==> config.mk <==
export PLATFORM = sky130hd
export DESIGN_NAME = atm_keypad_entry
export DESIGN_NICKNAME = d
export VERILOG_FILES = /design/src/rtl/atm_keypad_entry_pkg.sv /design/src/rtl/atm_keypad_entry_timer.sv /design/src/rtl/atm_keypad_entry.sv
export SDC_FILE = /design/constraint.sdc
export NUM_CORES = 1
export LEC_CHECK = 0
export CAP_MARGIN = 5
export CORE_MARGIN = 4
export CORE_UTILIZATION = 30
export DETAILED_ROUTE_END_ITERATION = 10
export PLACE_DENSITY = 0.5
export SETUP_SLACK_MARGIN = 0.5
export SLEW_MARGIN = 5
export SYNTH_ARGS = -nofsm -noshare
export SYNTH_HDL_FRONTEND = slang
export SYNTH_SLANG_ARGS = --single-unit
==> constraint.sdc <==
create_clock -name clk -period 6.8 [get_ports clk]
set_clock_uncertainty 0.15 [all_clocks]
set_input_delay 1.36 -clock clk [delete_from_list [all_inputs] [get_ports clk]]
set_output_delay 1.36 -clock clk [all_outputs]
set_load 0.02 [all_outputs]
==> src/rtl/atm_keypad_entry_pkg.sv <==
// Shared definitions for the ATM keypad entry front-end: key codes, operation codes,
// FSM state encodings and the per-transaction field record.
package atm_keypad_entry_pkg;

  localparam logic [3:0] KEY_ENTER  = 4'hA;
  localparam logic [3:0] KEY_CLEAR  = 4'hB;
  localparam logic [3:0] KEY_CANCEL = 4'hC;

  localparam logic [2:0] OP_BALANCE    = 3'd3;
  localparam logic [2:0] OP_WITHDRAW   = 3'd4;
  localparam logic [2:0] OP_DEPOSIT    = 3'd5;
  localparam logic [2:0] OP_CHANGE_PIN = 3'd6;

  typedef enum logic [2:0] {
    S_LANG = 3'd0,
    S_ACC  = 3'd1,
    S_PIN  = 3'd2,
    S_OP   = 3'd3,
    S_AMT  = 3'd4,
    S_NPIN = 3'd5,
    S_REQ  = 3'd6
  } state_t;

  typedef struct packed {
    logic        language;
    logic [3:0]  acc_num;
    logic        acc_set;
    logic [15:0] pin;
    logic [2:0]  pin_cnt;
    logic [2:0]  operation;
    logic [31:0] amount;
    logic [3:0]  amt_cnt;
    logic [15:0] new_pin;
    logic [2:0]  npin_cnt;
  } fields_t;

  function automatic logic is_digit(input logic [3:0] code);
    return (code <= 4'd9);
  endfunction

  // BCD digits enter on the right so the first digit ends up in [15:12] after four keys.
  function automatic logic [15:0] bcd_shift(input logic [15:0] cur, input logic [3:0] d);
    return {cur[11:0], d};
  endfunction

endpackage

==> src/rtl/atm_keypad_entry_timer.sv <==
// Inactivity timer: counts enabled idle cycles and flags expiry on the last one
// unless a key clears it in the same cycle.
module atm_keypad_entry_timer #(
  parameter int TIMEOUT_CYCLES = 1000
) (
  input  logic clk,
  input  logic rst,
  input  logic clear,
  input  logic enable,
  output logic expire
);

  localparam int CW = (TIMEOUT_CYCLES > 1) ? $clog2(TIMEOUT_CYCLES) : 1;
  localparam logic [CW-1:0] LAST = CW'(TIMEOUT_CYCLES - 1);

  logic [CW-1:0] count_r;

  assign expire = enable && !clear && (count_r == LAST);

  // Idle counter; held while disabled so it only advances inside the entry states.
  always_ff @(posedge clk or negedge rst) begin
    if (!rst) begin
      count_r <= '0;
    end else if (clear || expire) begin
      count_r <= '0;
    end else if (enable) begin
      count_r <= count_r + CW'(1);
    end else begin
      count_r <= count_r;
    end
  end

endmodule

==> src/rtl/atm_keypad_entry.sv <==
// Keypad front-end: assembles language, account, PIN, operation and amount/new PIN
// from key strobes, then holds the request for the controller until acknowledged.
module atm_keypad_entry
  import atm_keypad_entry_pkg::*;
#(
  parameter int TIMEOUT_CYCLES = 1000,
  parameter int AMT_DIGITS     = 8
) (
  input  logic        clk,
  input  logic        rst,
  input  logic        key_valid,
  input  logic [3:0]  key_code,
  input  logic        req_ack,
  output logic        req_valid,
  output logic        language,
  output logic [3:0]  acc_num,
  output logic [15:0] pin,
  output logic [2:0]  operation,
  output logic [31:0] amount,
  output logic [15:0] new_pin,
  output logic        entry_err,
  output logic        timeout,
  output logic [2:0]  phase
);

  localparam logic [3:0] AMT_LIM = 4'(AMT_DIGITS);

  state_t  state_r, state_n;
  fields_t f_r, f_n;
  logic    req_valid_r, err_r, err_n, tmo_r, tmo_n;
  logic    digit_s, enter_s, clr_s, cancel_s, tmr_en_s, expire_s;

  assign digit_s  = key_valid && is_digit(key_code);
  assign enter_s  = key_valid && (key_code == KEY_ENTER);
  assign clr_s    = key_valid && (key_code == KEY_CLEAR);
  assign cancel_s = key_valid && (key_code == KEY_CANCEL);
  assign tmr_en_s = (state_r == S_ACC) || (state_r == S_PIN) || (state_r == S_OP) ||
                    (state_r == S_AMT) || (state_r == S_NPIN);

  atm_keypad_entry_timer #(.TIMEOUT_CYCLES(TIMEOUT_CYCLES)) u_timer (
    .clk    (clk),
    .rst    (rst),
    .clear  (key_valid),
    .enable (tmr_en_s),
    .expire (expire_s)
  );

  // Next state and field updates; cancel outranks timeout, which outranks ack and keys.
  always_comb begin
    state_n = state_r;
    f_n     = f_r;
    err_n   = 1'b0;
    tmo_n   = 1'b0;
    if (cancel_s) begin
      state_n = S_LANG;
      f_n     = '0;
    end else if (expire_s) begin
      state_n = S_LANG;
      f_n     = '0;
      tmo_n   = 1'b1;
    end else if (state_r == S_REQ) begin
      if (req_ack) begin
        state_n = S_LANG;
        f_n     = '0;
      end else begin
        state_n = S_REQ;
      end
    end else begin
      case (state_r)
        S_LANG: begin
          if (digit_s && (key_code <= 4'd1)) begin
            f_n.language = key_code[0];
            state_n      = S_ACC;
          end else if (digit_s || enter_s) begin
            err_n = 1'b1;
          end else begin
            err_n = 1'b0;
          end
        end
        S_ACC: begin
          if (digit_s) begin
            f_n.acc_num = key_code;
            f_n.acc_set = 1'b1;
          end else if (enter_s) begin
            if (f_r.acc_set) state_n = S_PIN;
            else             err_n   = 1'b1;
          end else if (clr_s) begin
            f_n.acc_num = 4'd0;
            f_n.acc_set = 1'b0;
          end else begin
            err_n = 1'b0;
          end
        end
        S_PIN: begin
          if (digit_s) begin
            if (f_r.pin_cnt < 3'd4) begin
              f_n.pin     = bcd_shift(f_r.pin, key_code);
              f_n.pin_cnt = f_r.pin_cnt + 3'd1;
            end else begin
              f_n.pin_cnt = f_r.pin_cnt;
            end
          end else if (enter_s) begin
            if (f_r.pin_cnt == 3'd4) state_n = S_OP;
            else                     err_n   = 1'b1;
          end else if (clr_s) begin
            f_n.pin     = 16'd0;
            f_n.pin_cnt = 3'd0;
          end else begin
            err_n = 1'b0;
          end
        end
        S_OP: begin
          if (digit_s) begin
            case (key_code)
              4'd3: begin f_n.operation = OP_BALANCE;    state_n = S_REQ;  end
              4'd4: begin f_n.operation = OP_WITHDRAW;   state_n = S_AMT;  end
              4'd5: begin f_n.operation = OP_DEPOSIT;    state_n = S_AMT;  end
              4'd6: begin f_n.operation = OP_CHANGE_PIN; state_n = S_NPIN; end
              default: err_n = 1'b1;
            endcase
          end else if (enter_s) begin
            err_n = 1'b1;
          end else if (clr_s) begin
            f_n.operation = 3'd0;
          end else begin
            err_n = 1'b0;
          end
        end
        S_AMT: begin
          if (digit_s) begin
            if (f_r.amt_cnt < AMT_LIM) begin
              f_n.amount  = (f_r.amount * 32'd10) + {28'd0, key_code};
              f_n.amt_cnt = f_r.amt_cnt + 4'd1;
            end else begin
              f_n.amt_cnt = f_r.amt_cnt;
            end
          end else if (enter_s) begin
            if (f_r.amount != 32'd0) state_n = S_REQ;
            else                     err_n   = 1'b1;
          end else if (clr_s) begin
            f_n.amount  = 32'd0;
            f_n.amt_cnt = 4'd0;
          end else begin
            err_n = 1'b0;
          end
        end
        S_NPIN: begin
          if (digit_s) begin
            if (f_r.npin_cnt < 3'd4) begin
              f_n.new_pin  = bcd_shift(f_r.new_pin, key_code);
              f_n.npin_cnt = f_r.npin_cnt + 3'd1;
            end else begin
              f_n.npin_cnt = f_r.npin_cnt;
            end
          end else if (enter_s) begin
            if (f_r.npin_cnt == 3'd4) state_n = S_REQ;
            else                      err_n   = 1'b1;
          end else if (clr_s) begin
            f_n.new_pin  = 16'd0;
            f_n.npin_cnt = 3'd0;
          end else begin
            err_n = 1'b0;
          end
        end
        default: begin
          state_n = S_LANG;
          f_n     = '0;
        end
      endcase
    end
  end

  // State, fields and status pulses; req_valid tracks entry into S_REQ.
  always_ff @(posedge clk or negedge rst) begin
    if (!rst) begin
      state_r     <= S_LANG;
      f_r         <= '0;
      req_valid_r <= 1'b0;
      err_r       <= 1'b0;
      tmo_r       <= 1'b0;
    end else begin
      state_r     <= state_n;
      f_r         <= f_n;
      req_valid_r <= (state_n == S_REQ);
      err_r       <= err_n;
      tmo_r       <= tmo_n;
    end
  end

  assign req_valid = req_valid_r;
  assign language  = f_r.language;
  assign acc_num   = f_r.acc_num;
  assign pin       = f_r.pin;
  assign operation = f_r.operation;
  assign amount    = f_r.amount;
  assign new_pin   = f_r.new_pin;
  assign entry_err = err_r;
  assign timeout   = tmo_r;
  assign phase     = state_r;

endmodule

## After elaboration in Yosys (flattened, before gate mapping)

Index checks and enable logic that the tools add are counted.

| word-level totals | value |
|---|---|
| register bits after elaboration | 99 |
| input port bits | 8 |
| output and inout port bits | 78 |
| word-level logic and storage cells | 172 |

| cells by class | value |
|---|---|
| $add $sub $neg | 5 |
| $mul | 1 |
| order comparisons | 5 |
| eq/ne operators | 39 |
| multiplexer cells | 76 |
| reduce and logical (&&, ||, !) cells | 31 |

Operators with widths:

| kind | number |
|---|---|
| 2-to-1 mux 83 bit | 4 |
| 2-to-1 mux 36 bit | 3 |
| 2-to-1 mux 19 bit | 4 |
| one-hot mux 19 bit (2 select lines) | 2 |
| one-hot mux 36 bit (2 select lines) | 1 |
| 2-to-1 mux 3 bit | 23 |
| != test 6 x 4 -> 1 bit (second input constant) | 10 |
| adder 32 x 4 -> 32 bit | 1 |
| multiplier 32 x 3 -> 31 bit (second input constant) | 1 |
| 2-to-1 mux 16 bit | 2 |
| 2-to-1 mux 32 bit | 1 |
| nonzero test 32 bit | 1 |
| OR reduction 5 bit | 6 |
| != test 4 x 1 -> 1 bit (second input constant) | 6 |
| 2-to-1 mux 1 bit | 23 |
| 2-to-1 mux 10 bit | 2 |
| AND reduction 5 bit | 4 |
| equality test 3 bit (second input constant) | 6 |
| != test 6 x 3 -> 1 bit (second input constant) | 3 |
| one-hot mux 3 bit (6 select lines) | 1 |
| 2-to-1 mux 5 bit | 3 |
| equality test 4 x 3 -> 1 bit (second input constant) | 3 |
| equality test 4 bit (second input constant) | 3 |
| one-hot mux 3 bit (4 select lines) | 1 |
| 29 further kinds | 43 |

## Depth between registers and ports, before layout

Gate-level depths: netlist of the first run.

| depth | value |
|---|---|
| depth in word-level cells | 10 |
| mapped depth | 13 |
| depth with buffers taken out | 12 |

## Modules after synthesis

From an unflattened synthesis of the first run, not the netlist that was laid out.

| second synthesis, totals | value |
|---|---|
| cell total of the unflattened synthesis | 931 |
| area, all modules | 7763.7 µm² |

Modules (own cells, without submodules):

| module | instances | cells an instance | area each (µm²) | seq. area each (µm²) |
|---|---|---|---|---|
| atm_keypad_entry | 1 | 876 | 7218.2 | 2227.1 |
| atm_keypad_entry_timer | 1 | 55 | 545.5 | 250.2 |

## Worst setup path before layout of the first run

Ideal clock, no wire load.

| timing path | value |
|---|---|
| path type | in2reg |
| start | input key_code[1] |
| end | register f_r, in the netlist amount[29] |
| library setup time | 0.126 ns |
| arrival time | 3.368 ns |
| data required time | 6.524 ns |
| slack | 3.156 ns |
| stages on the path | 12 |
| buffers on the path | 0 |
| cells stage by stage | ha_1 inv_1 fa_1 nor2b_1 o2111ai_1 inv_1 nand3_1 nor4_4 nand3_2 nor4_2 nor2_1 a221o_1 |

| between the ends | value |
|---|---|
| longest elaborated chain between the ends | 7 |
| elaborated cells on any way between the ends | 21 |
| classes of those cells | 1 x add/sub; 1 x order compare; 8 x eq/ne; 6 x mux; 5 x reduce/logical |

Ends and longest elaborated chain:

| what | RTL line | text |
|---|---|---|
| from (decl) | atm_keypad_entry.sv:12 | `input logic [3:0] key_code,` |
| adder 32 x 4 -> 32 bit / less-or-equal comparator 4 bit (equally long branches) | atm_keypad_entry.sv:132, atm_keypad_entry_pkg.sv:38 |  |
| 2-to-1 mux 32 bit / logical AND 1 bit (equally long branches) | atm_keypad_entry.sv:131, atm_keypad_entry.sv:33 |  |
| 2-to-1 mux 36 bit | atm_keypad_entry.sv:130 | `if (digit_s) begin` |
| one-hot mux 36 bit (2 select lines) | atm_keypad_entry.sv:69 | `case (state_r)` |
| 2-to-1 mux 83 bit | atm_keypad_entry.sv:61 | `end else if (state_r == S_REQ) begin` |
| 2-to-1 mux 83 bit | atm_keypad_entry.sv:57 | `end else if (expire_s) begin` |
| 2-to-1 mux 83 bit | atm_keypad_entry.sv:54 | `if (cancel_s) begin` |
| to (signal assigned) | atm_keypad_entry.sv:183 | `f_r <= f_n;` |
| to (decl) | atm_keypad_entry.sv:29 | `fields_t f_r, f_n;` |

Parallel ways exist; a longest one is shown, timed or not. The select of a mux whose other input is x is not followed.
A chain may end at the register's enable or synchronous reset.

## Worst setup path after layout of the first run

| timing path | value |
|---|---|
| start | input key_code[2] |
| end | register f_r, in the netlist amount[30] |

The elaborated chain is that of the path after synthesis.

==> results of run 1 <==
## metrics by stage
step	hold slack [ns]	setup WS (ns)	instances	util
floorplan	0.300	3.16	919	-
global placement	0.311	1.93	1237	0.327
detailed placement	0.320	1.89	1237	0.327
CTS	0.336	2.25	1253	0.338
global route	0.355	1.96	1253	0.338
finish	0.332	2.25	1253	0.338
## layer usage
metal | vias up | track usage | share of wire
li1 | 3201 | - | -
met1 | 3083 | 0.204 | 0.51
met2 | 139 | 0.213 | 0.44
met3 | 22 | 0.0242 | 0.039
met4 | 0 | 0.0368 | 0.016
met5 | - | 0 | 0
## final timing paths
path,start,endpoint,cells after the start
setup reg to reg,amount[1],amount[27],12
min in group asynchronous,rst,amount[29],1
hold reg to reg,operation[2],operation[2],1
hold / removal,operation[2],operation[2],1
max in group asynchronous,rst,amount[2],2
setup / recovery,key_code[2],amount[30],11
## Yosys cell counts (3+ instances only)
master,count,area [um2]
nand3_1,35,175
o211ai_2,3,37.5
nor3_1,17,85.1
nor2_1,59,221
o21ai_2,4,35.0
nand2b_1,6,37.5
a211oi_1,6,45.0
a221o_1,3,30.0
o21ai_1,17,85.1
a21oi_1,39,195
and2_1,5,31.3
nor4_1,10,62.6
nand4_1,9,56.3
a311o_1,3,30.0
o211ai_1,11,82.6
xnor2_1,27,236
dfrtp_1,99,2480
a21o_1,9,67.6
buf_4,71,533
and3_1,5,31.3
ha_1,64,801
xor2_1,25,219
inv_1,35,131
o21bai_1,4,30.0
o21ai_0,80,400
o31ai_1,6,45.0
or3_1,3,18.8
a211o_1,5,43.8
clkbuf_1,21,78.8
nor4_2,5,62.6
a22o_1,10,87.6
nor2b_1,9,56.3
nand2_1,121,454
buf_2,12,60.1
o2111ai_1,3,26.3
a211oi_2,3,37.5
## state kept, by name (all words and copies together) (netlist names)
| signal | cells |
|---|---|
| language | 1 |
| u_timer.count_r | 10 |
| entry_err | 1 |
| operation | 3 |
| amount | 32 |
| new_pin | 16 |
| timeout | 1 |
| req_valid | 1 |
| acc_num | 4 |
| phase | 3 |
| pin | 16 |
| f_r | 11 |
## kinds of logic (layout without fill, tap and decap cells)
kind of cell	Yosys count	in the layout	share of synthesized area
DFF	99	99	0.314
buffers and inverters	143	142	0.107
muxes	2	2	0.00270
xor gates and xnor gates	55	55	0.0654
AOI/OAI and AO/OA	240	240	0.206
and+or+nand+nor	314	314	0.199
adders and majority gates	66	66	0.107
## power by group through the flow
stage               registers [mW]  logic, mW  clock network, mW
floorplan                    0.779      0.592                  0
global placement             0.836      0.762                  0
detailed placement           0.835      0.762                  0
CTS                          0.823      0.768              0.516
global route                 0.843      0.841              0.537
finish                       0.822      0.763              0.494
## worst max-delay path, stage by stage
cell and delay [ns]:
clkdlybuf4s50_1 0.71, ha_1 0.44, a21o_1 0.11, a21oi_1 0.10, nor4b_1 0.47, nand2_1 0.15, nor3_1 0.32, nand4_1 0.31
nor3_2 0.27, nand2_1 0.09, a221o_1 0.29
## cell type report
cell class                 instances  area, um2  area share
clock inverter                     7       58.8     0.00669
sequential                        99       2480       0.282
multi-input combinational        677       4580       0.521
inverter                          35        131      0.0149
clock buffer                       9        225      0.0256
timing repair buffer              91        893       0.102
tap                              335        419      0.0477
==> metrics, run 1 <==
final WL 20200 um; endpoints failing hold 0; setup TNS 0 ns; worst-path maximum fanout 14; dominant register cell in the synthesized netlist dfrtp_1; outcome complete, no violations; PostCTS Resize Cnt 0; fillcell total 2721; WS Path Type input pin to flop; Post-Syn Nets 993; setup bufs post-CTS 0; NumNets Final 987; RSZ-0062 raised after global routing false; Root Driver clkbuf_16; Die Ht 170 um; Num CTS Buffers 9; PortBufs 85; leakage 3.68 nW; hold_buf cts 0; # rows 59; Netlist cell types 89; Final ANT Viol Nets 0; number of synthesized flops with an enable pin 0; Residual DRC 0; max-cap viol count 0; cells after synthesis 919; placed cell areas 8500 um2; drt first-iter violations between 400 and 500; sequential element share of the synthesized area 0.314; worst reg2reg setup slack 2.44 ns; layout cells sized above 1 0.0697; Total GRT Usage 0.140; commonest non-fill, non-tap cell in the layout nand2_1; pin count of the biggest net entering global routing 52; max frequency about 220 MHz; synthesized area per cell 8.58 um2; min Tclk post-route 4.55 ns; final setup vio count 0; n_diodes 0; Ports between 80 and 90; Hold WC Path Type flop to flop; Final Cycle Share 0.670; maximum root-to-sink buffer count 2; synthesized area 7890 um2; Clock Power Share 0.238; area grow syn2layout 11.4%; WL per Instance 16.1 um; PD cells between 200 and 250 nW/um2; P_int 1.26 mW; Worst-Margin Slew around 1.2 ns; sequential share of power 0.395; number of global-route vias before repair 6158; initial antenna violation count 0; data required time of the critical path 6.89 ns; via count 6445; HPWL Detailed approximately 15000 um; Yosys reg bits between 90 and 100; area of the core between 20000 and 30000 um2; fin. max-slew vios 0; slew margin rel. 0.203; Starting Density 0.304; die extent in x 170 um; clock-pin transition on the worst setup and hold timing paths 0.08 ns; critical path startpoint category input pin; vias per inst 5.14; H-Tree Depth 3; worst-skew pair later-pin latency about 0.35 ns; clock sink total 99; Crit path arrival time 4.64 ns; VDD IR max 0.169 mV; CTS tree yes; Non-Filler Cell Area, Final 8790 um2; DIE AREA about 29000 um2; switching part of the total 0.394; Overflow after GRT 0; Net Sw Power 0.818 mW; Overall Power 2.08 mW; Crit. End Element flop; GPL Wtd Cong 0.838; Comb power frac 0.367; Async S/R FF share, synth 1.00; first-pass GRT wire length 33200 um; most frequent cells in the layout nand2_1 (121), dfrtp_1 (99), clkdlybuf4s50_1 (84); Ys Warns 0; First-pass DRT Iterations 5
No activity file was read; power rests on OpenSTA's default activity.
==> run 2: changes to the inputs <==
==> constraint.sdc (replaced) <==
create_clock -name clk -period 4.5 [get_ports clk]
set_clock_uncertainty 0.15 [all_clocks]
set_input_delay 0.9 -clock clk [delete_from_list [all_inputs] [get_ports clk]]
set_output_delay 0.9 -clock clk [all_outputs]
set_load 0.02 [all_outputs]
==> metrics, run 2 (synthesized netlist as in run 1, its figures left out) <==
outcome complete, no violations (unchanged); worst-path maximum fanout 7 (was 14); Crit. End Element flop (unchanged); area grow syn2layout 15.0% (was 11.4%); Worst-Margin Slew 0.920 ns (was 1.19 ns); number of global-route vias before repair 6243 (was 6158); Final Cycle Share 0.857; Starting Density 0.304 (unchanged); worst r2r src amount[1] (unchanged); VDD IR max 0.324 mV (was 0.169 mV); First-pass DRT Iterations 5 (unchanged); WS Path Type flop to flop (was input pin to flop); placed cell areas 8590 um2 (was 8500 um2); maximum root-to-sink buffer count 2 (unchanged); worst reg2reg setup slack 0.65 ns (was 2.44 ns); H-Tree Depth 3 (unchanged); worst-skew pair later-pin latency 0.35 ns (about the same); HPWL Detailed 15300 um (was 15100 um); PD cells 356 nW/um2 (was 237 nW/um2); slew margin rel. 0.387 (was 0.203); commonest non-fill, non-tap cell in the layout nand2_1 (unchanged); initial antenna violation count 0 (unchanged); Crit. Startpoint amount[1] (was key_code[2]); vias per inst 5.06 (was 5.14); layout cells sized above 1 0.0995 (was 0.0697); Hold WC Path Type flop to flop (unchanged); Final ANT Viol Nets 0 (unchanged); critical path startpoint category flop (was input pin); Die Ht 170 um (unchanged); Overflow after GRT 0 (unchanged); WL per Instance 16.1 um (about the same); via count 6424 (was 6445); min Tclk post-route 3.85 ns; Non-Filler Cell Area, Final 9070 um2 (was 8790 um2); Root Driver clkbuf_16 (unchanged); clock-pin transition on the worst setup and hold timing paths 0.07 ns (was 0.08 ns); # rows 59 (unchanged); max-cap viol count 0 (unchanged); Reg-to-Reg End amount[29] (was amount[27]); hold_buf cts 0 (unchanged); Total GRT Usage 0.142 (was 0.140); Ports 86 (unchanged); met1 usage in global routing 0.207 (was 0.204); clock sink total 99 (unchanged); Hold Path Origin pin[12] (was operation[2]); cells on worst reg2reg path 12 (unchanged); most frequent cells in the layout nand2_1 (121), dfrtp_1 (97), clkdlybuf4s50_1 (84) (was nand2_1 (121), dfrtp_1 (99), clkdlybuf4s50_1 (84)); Residual DRC 0 (unchanged); drt first-iter violations 542 (was 414); DIE AREA 28900 um2 (unchanged); NumNets Final 1004 (was 987); leakage 3.85 nW (was 3.68 nW); Hold Path Sink pin[12] (was operation[2]); GRT Max-Usage Layer met2 (unchanged); pin count of the biggest net entering global routing 72 (was 52); number of flip-flops in the largest register 32 (unchanged); met2 GRT Util 0.219 (was 0.213); n_diodes 0 (unchanged); final WL 20500 um (was 20200 um); RSZ-0062 raised after global routing false (unchanged); die extent in x 170 um (unchanged); first-pass GRT wire length 33700 um (was 33200 um); Worst Hold Depth 2 (was 1); PortBufs 85 (unchanged); fin. max-slew vios 0 (unchanged); CTS tree yes (unchanged); Crit path arrival time 3.94 ns (was 4.64 ns); area of the core 26000 um2 (unchanged); data required time of the critical path 4.59 ns (was 6.89 ns); setup TNS 0 ns (unchanged); Num CTS Buffers 9 (unchanged); M3 GR Usage 0.0267 (was 0.0242); GPL Wtd Cong 0.842 (was 0.838); max frequency 259 MHz; final setup vio count 0 (unchanged); endpoints failing hold 0 (unchanged)
-- run 2: cell types whose count changed in the layout (fill, tap and decap cells not counted), moves of 2 or more --
| cell | delta |
|---|---|
| dfrtp_2 | +2 |
| clkinvlp_4 | -2 |
| a211oi_2 | -2 |
| xor2_1 | -2 |
| buf_4 | +17 |
| dfrtp_1 | -2 |
| a211oi_4 | +2 |
| nor4_4 | +2 |
-- run 2: timing repair --
| item | 4_1_cts | 5_1_grt |
|---|---|---|
| setup buffers | 2 | 3 |
| hold endpoints to repair | 0 | 0 |
| pin swaps | 1 | 9 |
| resized for setup | 4 | 20 |
| setup endpoints to repair | 8 | 11 |
-- run 2: critical path, cell delays in order (launching register included) --
cell	delay, ns
dfrtp_2	0.44
ha_1	0.31
ha_2	0.22
fa_2	0.38
a211oi_4	0.35
o211ai_1	0.20
a31oi_4	0.33
a211oi_1	0.12
nand4b_1	0.22
nand4bb_4	0.36
nor4_4	0.33
nor2_1	0.08
a221o_1	0.26
-- run 2: worst max-delay path by stage --
stage                  to  slack [ns]
5_1_grt        amount[30]        0.51
2_1_floorplan  amount[29]        0.89
3_5_place_dp   amount[29]        0.27
6_report       amount[29]        0.65
4_1_cts        amount[29]        0.51
3_3_place_gp   amount[29]        0.38
-- run 2: stage by stage --
step	total power, mW	hold slack, ns	util	worst slack (ns)	cells
finish	3.22	0.329	0.349	0.646	1270
global route	3.45	0.356	0.349	0.514	1270
CTS	3.26	0.338	0.344	0.508	1267
detailed placement	2.44	0.321	0.331	0.268	1249
global placement	2.43	0.314	0.331	0.381	1249
floorplan	2.07	0.300	-	0.885	919
-- run 2: per-layer routing --
metal	wire (um)	vias up
met5	0	-
met4	283	0
met3	823	21
met2	9040	126
met1	10300	3053
li1	-	3224
-- run 2: cell type report --
class | count | area [um2]
sequential | 99 | 2480
tap | 335 | 419
clock inverter | 6 | 71.3
fill | 2663 | 16900
clock buffer | 10 | 229
timing repair buffer | 108 | 1020
inverter | 35 | 131
multi-input combinational | 677 | 4720
-- run 2: report_power, final --
| part | internal [mW] | switching, mW |
|---|---|---|
| clock network | 0.439 | 0.362 |
| registers | 1.05 | 0.137 |
| logic | 0.499 | 0.743 |
==> patch 1: new RTL, flow settings as in run 1 <==
Compare `count_r` against `LAST` with >= in place of ==.
--- a/src/rtl/atm_keypad_entry_timer.sv
+++ b/src/rtl/atm_keypad_entry_timer.sv
@@ -17,3 +17,3 @@
 
-  assign expire = enable && !clear && (count_r == LAST);
+  assign expire = enable && !clear && (count_r >= LAST);
 
Formal check against the unedited RTL: same outputs for any inputs over 4 cycles, from zero or initial values and one cycle with rst low; that may be too few to reach the edited logic, so the function may still have changed.
==> patch 1 against run 1 <==
Worst hold slack got worse by 0.0031 ns; design area shrank 0.71%; area after synthesis fell by 0.97%; count of clock-buffer cells in the layout grew 2; sequential share of layout area increased by 0.20 points; register-to-register slack got worse by 0.10 ns; final cell count is 0.56% lower; total power decreased by 25%; wire length grew 1.5%; non-clock buffer count rose by 3; worst setup slack got worse by 0.38 ns; clock power increased by 4.5%; sequential cell count unchanged; critical endpoint is now amount[29]; largest cell class unchanged; largest power group unchanged; highest routed layer unchanged.
==> patch 1: results (changes against run 1) <==
peakVddDrop_uv: 103  # -39%
hold_class: "flop to flop"
final_cells: 1246  # -0.56%
nFillCells: 2663  # -2.1%
dpl.hpwl_um: 15600  # +3.6%
r2r_slack_ns: 2.34  # -0.10 ns
ys_warn_count: 0  # unchanged
wl_per_cell_um: 16.4  # +2.0%
worstMarginPinSlew_ns: 0.864  # -0.324 ns
grt_max_degree: 52  # unchanged
drt_iter0_markers: 390  # -5.8%
clock_latency_ns: 0.35  # about the same
antenna_found_initial: 0  # unchanged
synth.net_count: 995  # +0.20%
synthTopCellsByArea: "dfrtp_1 (32%), ha_1 (10%), buf_4 (6.8%), nand2_1 (6.2%), o21ai_0 (4.9%)"
synth_common_cells: "nand2_1 (128), dfrtp_1 (99), o21ai_0 (77)"
ys_seq_area_share_pct: 31.7  # +0.31 points
dpl_cell_area_mm2: 0.00843  # -0.85%
post-cts-setup-buffer-count: 0  # unchanged
vias_per_cell: 5.08  # -1.3%
ys_types: 75  # -16%
grt_pass1_vias: 6094  # -1.0%
p_leak_nw: 3.87  # +5.1%
holdPathStages: 2  # +1
synth-edff-count: 0  # unchanged
drive_gt1_share_pct: 4.69  # -2.3 points
synthArstFlopShare_pct: 100  # unchanged
setup_viol: 0  # unchanged
crit_path_max_fanout: 9  # -5
place_ws_ns: 1.49  # -0.406 ns
nets: 985  # -0.20%
cp.arrival_ns: 5.07  # +0.43 ns
drc: 0  # unchanged
cts_resized: 0  # unchanged
multi_input_area_mm2: 0.00454  # -1.0%
status: "finished clean"
clock.fmax_mhz: 203  # -7.8%
clkTransAtPathRegs_ns: 0.07
grt_pass1_wl_um: 33700  # +1.4%
whs_ns: 0.329  # -0.00314 ns
synth_cells: 921  # +0.22%
gp_congestion: 0.852  # +1.7%
grt_util_all_layers_pct: 14.3  # +0.33 points
## patch 1: layout make-up
| class | count | share of cell area, % |
|---|---|---|
| clock buffer | 11 | 2.67 |
| timing repair buffer | 94 | 10.5 |
| clock inverter | 5 | 0.703 |
| inverter | 24 | 1.03 |
| sequential | 99 | 28.4 |
| multi-input combinational | 683 | 52.0 |
| tap | 330 | 4.73 |
## patch 1: logic make-up (layout without fill, tap and decap cells)
family,Yosys count,after routing,synth area share [%]
muxes,8,8,1.06
and+or+nand+nor,326,326,20.5
AOI/OAI and AO/OA,238,238,20.5
adders and majority gates,66,66,10.8
DFF,99,99,31.7
buffers and inverters,139,134,10.5
xor gates and xnor gates,45,45,5.05
## patch 1: final timing paths
| check | from | end |
|---|---|---|
| setup / recovery | key_code[2] | amount[29] |
| hold / removal | pin[13] | pin[13] |
| setup reg to reg | amount[1] | amount[31] |
| hold reg to reg | pin[13] | pin[13] |
| max in group asynchronous | rst | pin[5] |
| min in group asynchronous | rst | new_pin[14] |
## patch 1: routing by layer
metal  part of all wire, %  wire [µm]  track usage (%)  vias to the layer above
met2                    46       9340             22.5                       86
li1                      -          -                -                     3236
met5                     0          0                0                        -
met4                  0.99        203             3.05                        0
met1                    50      10200             21.3                     2993
met3                   3.7        765             1.58                       13
## patch 1: report_power, final
group	internal (mW)	switching [mW]	leakage (nW)	total, mW
registers	0.633	0.0304	1.37	0.663
clock network	0.287	0.229	0.132	0.516
logic	0.147	0.238	2.37	0.385
## patch 1: critical path: stages
cell and delay [ns]:
clkdlybuf4s50_1 0.74, inv_1 0.23, fa_1 0.47, nor2b_1 0.21
o2111ai_1 0.17, or3_1 0.41, or3_1 0.44, nor4_4 0.28
nand4_2 0.18, or4_1 0.49, nand3_1 0.09
==> patch 2: new RTL, config.mk and constraints of run 1 <==
Made on the original files. `TIMEOUT_CYCLES` is set to 1000 in 2 places; all go to 4000.
--- a/src/rtl/atm_keypad_entry_timer.sv
+++ b/src/rtl/atm_keypad_entry_timer.sv
@@ -3,3 +3,3 @@
 module atm_keypad_entry_timer #(
-  parameter int TIMEOUT_CYCLES = 1000
+  parameter int TIMEOUT_CYCLES = 4000
 ) (
--- a/src/rtl/atm_keypad_entry.sv
+++ b/src/rtl/atm_keypad_entry.sv
@@ -5,3 +5,3 @@
 #(
-  parameter int TIMEOUT_CYCLES = 1000,
+  parameter int TIMEOUT_CYCLES = 4000,
   parameter int AMT_DIGITS     = 8
Check against the original RTL: no difference found for any inputs over 4 cycles, from zero or initial values and one cycle with rst low; that may be too few to reach the edited logic, so the function may still have changed.
==> patch 2 against run 1 <==
Worst hold slack improved by 0.00071 ns; core utilization rose by 0.16 points; register-to-register slack got worse by 0.43 ns; sequential cell count rose by 2; sequential share of layout area rose by 0.43 points; critical endpoint is now amount[31]; area after synthesis barely moved; design area rose by 0.48%; count of clock-buffer cells in the layout did not move; total power fell by 12%; critical path depth rose by 2; worst setup slack got worse by 0.59 ns; final cell count rose by 2.2%; wire length rose by 1.9%; highest routed layer unchanged; largest cell class unchanged.
==> patch 2: results (changes against run 1) <==
max_stage_delay_ns: 0.80  # +0.09 ns
worstMarginPinSlew_ns: 0.969  # -0.219 ns
gp_congestion: 0.852  # +1.7%
grt_pass1_wl_um: 34100  # +2.6%
ys_types: 77  # -13%
dpl.cell_count: 1264  # +2.2%
vias_per_cell: 5.09  # -0.99%
pwr-share-clk_pct: 27.6  # +3.8 points
synthTopCellsByArea: "dfrtp_1 (32%), ha_1 (10%), buf_4 (6.8%), nand2_1 (6.4%), o21ai_0 (4.9%)"
seq-power_mw: 0.790  # -3.9%
p_switching_mw: 0.658  # -20%
holdPathStages: 2  # +1
syn_avg_cell_area_um2: 8.31  # -3.1%
hp-start: "pin[14]"
nFillCells: 2733  # +0.44%
drive_gt1_share_pct: 4.76  # -2.2 points
status: "finished clean"
r2r_slack_ns: 2.01  # -0.43 ns
synth_common_cells: "nand2_1 (134), dfrtp_1 (101), o21ai_0 (78)"
ys_seq_area_share_pct: 32.0  # +0.62 points
grt_util_all_layers_pct: 14.2  # +0.23 points
drt_iter0_markers: 423  # +2.2%
dpl_cell_area_mm2: 0.00855  # +0.50%
cp.arrival_ns: 5.24  # +0.60 ns
whs_ns: 0.333  # +0.000707 ns
vias: 6519  # +1.1%
wl_per_cell_um: 16.1  # -0.21%
patch 2: cell families after synthesis:
logic type | share of synthesized area (%)
flops | 32.0
buf+inv | 10.8
fa+ha+maj | 10.7
mux | 0.809
simple gates | 20.3
xor+xnor | 5.44
compound gates | 19.9
patch 2: layout make-up:
type / count / area share, %
clock buffers: 9 / 2.55
clock inverters: 7 / 0.666
inverters: 40 / 1.70
multi-input cells: 696 / 51.5
flip-flops and latches: 101 / 28.6
well taps: 335 / 4.75
repair buffers: 92 / 10.2
patch 2: tightest hold or removal path: stages, from the launching register on:
cell and delay, ns:
dfrtp_1 0.34, nand2_1 0.04, o21ai_0 0.06
patch 2: per-layer routing:
layer	track usage, %	wire, µm	vias to the layer above
li1	-	-	3299
met4	1.91	131	0
met3	2.79	792	11
met1	20.5	10600	3072
met2	22.6	9050	137
met5	0	0	-
